## config.mk

```make
export PLATFORM = sky130hd
export DESIGN_NAME = pipe_add
export DESIGN_NICKNAME = d
export VERILOG_FILES = /design/src/rtl/pipe_add.sv
export SDC_FILE = /design/constraint.sdc
export NUM_CORES = 1
export LEC_CHECK = 0
export ABC_AREA = 1
export CORE_MARGIN = 5
export CORE_UTILIZATION = 37
export CTS_CLUSTER_DIAMETER = 200
export DETAILED_ROUTE_END_ITERATION = 12
export MAX_ROUTING_LAYER = met4
export SKIP_LAST_GASP = 1
export SLEW_MARGIN = 20
export SYNTH_ARGS = -nofsm -noshare
export SYNTH_HDL_FRONTEND = slang
export SYNTH_SLANG_ARGS = --single-unit
```

## constraint.sdc

```tcl
create_clock -name clk -period 16.2 [get_ports clk]
set_clock_uncertainty 0.2 [all_clocks]
set_input_delay 1.62 -clock clk [delete_from_list [all_inputs] [get_ports clk]]
set_output_delay 1.62 -clock clk [all_outputs]
set_load 0.01 [all_outputs]
```

## src/rtl/pipe_add.sv

```systemverilog
// Pipelined carry-lookahead add/sub/inc/adc: one CHUNK resolved per stage, carry registered
// between stages, upper operand chunks skewed in and finished low chunks deskewed out.
module pipe_add #(
    parameter int WIDTH = 64,
    parameter int CHUNK = 16,
    localparam int NSTAGE = WIDTH / CHUNK
) (
    input  logic             clk,
    input  logic             reset,
    input  logic             in_valid,
    output logic             in_ready,
    input  logic [1:0]       op,
    input  logic             cin,
    input  logic [WIDTH-1:0] a,
    input  logic [WIDTH-1:0] b,
    output logic             out_valid,
    input  logic             out_ready,
    output logic [WIDTH-1:0] sum,
    output logic             cout,
    output logic             ovf,
    output logic             zero
);

    // Handshake: a beat moves when valid & ready on the same rising edge; the whole pipe
    // advances together (adv), so a stalled output freezes every stage and the input.
    logic adv;
    assign adv      = out_ready | ~out_valid;
    assign in_ready = adv;

    logic [WIDTH-1:0] b_cond;
    logic             c0;

    always_comb begin
        b_cond = b;
        c0     = 1'b0;
        case (op)
            2'b00: begin b_cond = b;  c0 = 1'b0; end
            2'b01: begin b_cond = ~b; c0 = 1'b1; end
            2'b10: begin b_cond = '0; c0 = 1'b1; end
            default: begin b_cond = b; c0 = cin; end
        endcase
    end

    // Stage k keeps only the operand chunks still to be added and the sum chunks already done.
    for (genvar k = 0; k < NSTAGE - 1; k++) begin : g_stage
        localparam int REM = WIDTH - (k + 1) * CHUNK;

        logic [REM-1:0]           a_r, b_r;
        logic [(k+1)*CHUNK-1:0]   s_r;
        logic                     c_r, v_r;

        logic [REM+CHUNK-1:0]     a_in, b_in;
        logic                     c_in, v_in;
        logic [CHUNK:0]           csum;
        logic [(k+1)*CHUNK-1:0]   s_nx;

        if (k == 0) begin : g_first
            assign a_in = a;
            assign b_in = b_cond;
            assign c_in = c0;
            assign v_in = in_valid;
            assign s_nx = csum[CHUNK-1:0];
        end else begin : g_mid
            assign a_in = g_stage[k-1].a_r;
            assign b_in = g_stage[k-1].b_r;
            assign c_in = g_stage[k-1].c_r;
            assign v_in = g_stage[k-1].v_r;
            assign s_nx = {csum[CHUNK-1:0], g_stage[k-1].s_r};
        end

        assign csum = {1'b0, a_in[CHUNK-1:0]} + {1'b0, b_in[CHUNK-1:0]}
                    + {{CHUNK{1'b0}}, c_in};

        always_ff @(posedge clk or posedge reset) begin
            if (reset) begin
                a_r <= '0;
                b_r <= '0;
                s_r <= '0;
                c_r <= 1'b0;
                v_r <= 1'b0;
            end else if (adv) begin
                a_r <= a_in[REM+CHUNK-1:CHUNK];
                b_r <= b_in[REM+CHUNK-1:CHUNK];
                s_r <= s_nx;
                c_r <= csum[CHUNK];
                v_r <= v_in;
            end
        end
    end

    // Final chunk: split off the MSB so the carry into it is visible for signed overflow.
    logic [CHUNK-1:0]       a_l, b_l;
    logic [WIDTH-CHUNK-1:0] s_l;
    logic                   c_l, v_l;
    logic [CHUNK-1:0]       lo;
    logic [1:0]             hi;
    logic [WIDTH-1:0]       sum_nx;

    assign a_l = g_stage[NSTAGE-2].a_r;
    assign b_l = g_stage[NSTAGE-2].b_r;
    assign s_l = g_stage[NSTAGE-2].s_r;
    assign c_l = g_stage[NSTAGE-2].c_r;
    assign v_l = g_stage[NSTAGE-2].v_r;

    assign lo     = {1'b0, a_l[CHUNK-2:0]} + {1'b0, b_l[CHUNK-2:0]}
                  + {{(CHUNK-1){1'b0}}, c_l};
    assign hi     = {1'b0, a_l[CHUNK-1]} + {1'b0, b_l[CHUNK-1]} + {1'b0, lo[CHUNK-1]};
    assign sum_nx = {hi[0], lo[CHUNK-2:0], s_l};

    always_ff @(posedge clk or posedge reset) begin
        if (reset) begin
            out_valid <= 1'b0;
            sum       <= '0;
            cout      <= 1'b0;
            ovf       <= 1'b0;
            zero      <= 1'b0;
        end else if (adv) begin
            out_valid <= v_l;
            sum       <= sum_nx;
            cout      <= hi[1];
            ovf       <= hi[1] ^ lo[CHUNK-1];
            zero      <= (sum_nx == '0);
        end
    end

endmodule
```

==> key figures <==
Run status
  – Outcome: complete, no violations

Timing
  – Setup WS post-layout: 10580 ps
  – Smallest hold slack: 259 ps
  – Actual slew at the worst max-slew pin: 1020 ps
  – Final setup vio count: 0
  – Worst slew margin relative to its limit: 31.3%
  – Final Max Tran Viols: 0
  – Final hold violations: 0
  – Max Fclk: 0.178 GHz
  – Setup TNS: 0 ps
  – Fin crit share: 34.7%
  – Min cycle time layout: 5620 ps
  – RSZ-0062 raised after global routing: no

Synthesis
  – Synth area leader: dfrtp_1
  – Avg Inst Size Synth: 8.46 sq um
  – Synth top area cells: dfrtp_1 (53%), nand2_1 (15%), o21ai_0 (7.7%)
  – Syn Nets: 2233
  – Register bit count reported by yosys: 362
  – Post-synth EDFFs: 0
  – Post-synthesis instance total: 2028
  – Predominant post-synthesis flop cell: dfrtp_1
  – Synth top cells by count: nand2_1 (689), dfrtp_1 (362), o21ai_0 (264), inv_1 (181), nor2_1 (86)
  – Sequential area share after synthesis: 52.8%
  – Count leader, synth: nand2_1
  – Post-synthesis cell type count: 40
  – Yosys top cell area share: 52.8%
  – FFs w/ async S/R, synth: 100%
  – Synthesized cell area: 17200 sq um
  – Synth Warn #: 0

Clock tree
  – Max Root-Sink Buffers: 3
  – Root Driver: clkbuf_16
  – Post-cts hold buffer count: 0
  – CTS clk-pin slew, worst paths: 60 ps
  – CTS resizes: 0
  – Clock sink count: 362
  – Htree depth: 2
  – Worst-Skew Late Latency: 570 ps
  – Setup bufs post-CTS: 0
  – CTS tree: yes
  – CTS Buf Count: 41

Placement
  – PortBufs: 203
  – Area after DPL: 19700 sq um
  – RD Place Congestion: 0.883
  – Pre-CTS setup slack: 9920 ps
  – Post-DP HPWL: 31.1 mm

Detailed routing
  – Vias/cell: 4.77
  – Total wire length: 43.8 mm
  – Routed via count: 13500
  – DR pass1 iterations: 5
  – Post-DR wirelength/cell: 15.5 microns
  – Routed Antenna Nets: 0
  – Drc violations: 0
  – DR iter-0 viols: 865

Power and ir drop
  – Comb power frac: 39.8%
  – Switching pwr: 1.55 mW
  – Power Internal: 2.49 mW
  – Clock power frac: 22.3%
  – Power Density: 192 nW/um^2
  – Worst VDD drop: 0.0962 mV
  – Static Leak: 10.0 nW
  – Sequential share of power: 37.9%
  – Switching share of power: 38.5%

Hold path
  – Hold Crit Start: g_stage[2].v_r$_DFFE_PP0P_
  – Worst Hold Class: flop to flop
  – Hold depth: 2

GRT
  – Grt total ovfl: 0
  – Busiest grt layer: met2
  – M2 GR Usage: 28.1%
  – GRT met3 Usage: 2.98%
  – Number of global-route vias before repair: 13800
  – Initial antenna violation count: 2
  – All-layer global routing usage: 17.9%
  – Largest net degree at the start of global routing: 226
  – Global-route wire length before repair: 72.0 mm
  – Met1 Use GR: 24.3%

Floorplanning
  – Num rows: 79
  – Die height: 225 microns
  – Die footprint: 50800 sq um
  – Initial core utilization: 37.1%
  – Top-level I/O count: 204
  – Chip width: 225 microns
  – CORE AREA: 46300 sq um

Flow run
  – MaxCap Viol Count: 0

Worst setup path
  – Critical Path Start: op[1]
  – Reg2reg start: out_valid$_DFFE_PP0P_
  – Crit Path Max Fanout: 66
  – Crit Reg-Reg Endpoint: a_l[2]$_DFFE_PP0P_
  – Startpoint type of the worst setup path: input port
  – R2R depth: 6
  – WS Path Type: input port to flop
  – Worst path required time: 16450 ps
  – CP Capture Type: flop
  – Worst Setup EP: g_stage[0].s_r[12]$_DFFE_PP0P_
  – Worst EP arrival: 5870 ps
  – Reg2reg setup slack: 12250 ps

Final layout
  – Share of cells above drive strength 1: 5.18%
  – Fillers: 4608
  – Final Instance Area: 21000 sq um
  – Area Growth Syn to Fin: 22.6%
  – Core Util, Final: 45.5%
  – # nets final: 2397
## area by class of cell
| class | instances | area, sq um | share of cell area, % |
|---|---|---|---|
| well taps | 607 | 759 | 3.61 |
| flip-flops and latches | 362 | 9060 | 43.1 |
| multi-input cells | 1391 | 7050 | 33.5 |
| clock buffers | 63 | 1220 | 5.80 |
| clock inverters | 8 | 93.8 | 0.446 |
| inverters | 183 | 707 | 3.36 |
| diodes | 1 | 2.50 | 0.0119 |
| repair buffers | 213 | 2140 | 10.2 |
## per-stage QoR
step	std cells	total power, mW
6_report	2828	4.04
5_1_grt	2828	4.40
2_1_floorplan	2028	2.58
4_1_cts	2826	4.10
3_5_place_dp	2755	3.17
3_3_place_gp	2755	3.13
## sequential cells by signal, indices dropped and copies added (netlist names)
signal	flops
g_stage.s_r	96
g_stage.a_r	80
g_stage.b_r	80
sum	64
a_l	16
b_l	16
g_stage.v_r	3
g_stage.c_r	2
c_l	1
cout	1
out_valid	1
ovf	1
zero	1
## worst min-delay path by stage
| stage | endpoint | slack, ps |
|---|---|---|
| after floorplan | out_valid$_DFFE_PP0P_ | 220 |
| after global placement | out_valid$_DFFE_PP0P_ | 230 |
| after detailed placement | out_valid$_DFFE_PP0P_ | 240 |
| after CTS | out_valid$_DFFE_PP0P_ | 260 |
| after global routing | sum[27]$_DFFE_PP0P_ | 290 |
| final | out_valid$_DFFE_PP0P_ | 260 |
## placed cells by master, fill, tap and decap left out, types with 3 or more instances in the layout
master,n
clkbuf_16,42
xnor2_1,7
dfrtp_1,362
nand4_1,10
clkinv_2,4
fa_1,9
nand2_1,687
nand3_1,45
buf_4,7
nor3_1,6
clkbuf_1,12
ha_1,60
a21oi_1,35
nand2_2,10
o211ai_1,34
o21ai_2,4
a31oi_1,29
nor2_1,86
a21oi_2,5
a211oi_1,3
clkdlybuf4s50_1,203
nor2_2,5
o21ai_1,6
nand3_2,3
inv_1,179
o21a_1,36
or2_2,10
o21ai_0,264
o21bai_1,7
xor2_1,11
clkbuf_8,9
## critical path: stages
cell and delay [ps]:
clkdlybuf4s50_1 480, inv_1 50, ha_2 300, buf_4 560, inv_1 120, nand2_2 80, buf_4 550, o21ai_0 220
fa_1 470, fa_1 420, nand2_1 100, nand2_1 70, o21ai_2 80, o21ai_2 110, a21boi_2 220, o21ai_0 120
xor2_1 150, o21ai_0 140
## per-layer routing
metal / vias to the layer above / wire, microns
li1: 6901 / -
met1: 6283 / 20700
met2: 236 / 20200
met3: 59 / 1900
met4: 0 / 990
met5: - / 0
## kinds of logic after synthesis
| family | Yosys count | synth area share, % |
|---|---|---|
| buffers and inverters | 275 | 6.22 |
| xor gates and xnor gates | 18 | 0.919 |
| adders and majority gates | 70 | 5.50 |
| and+or+nand+nor | 869 | 20.1 |
| AOI/OAI and AO/OA | 434 | 14.5 |
| DFF | 362 | 52.8 |
## power by group through the flow
stage	Clock [mW]	Sequential (mW)	Combinational [mW]
after floorplan	0	1.51	1.07
after global placement	0	1.54	1.59
after detailed placement	0	1.55	1.62
after CTS	0.930	1.53	1.63
after global routing	0.967	1.58	1.85
final	0.902	1.53	1.61
No activity file was read; power rests on OpenSTA's default activity.
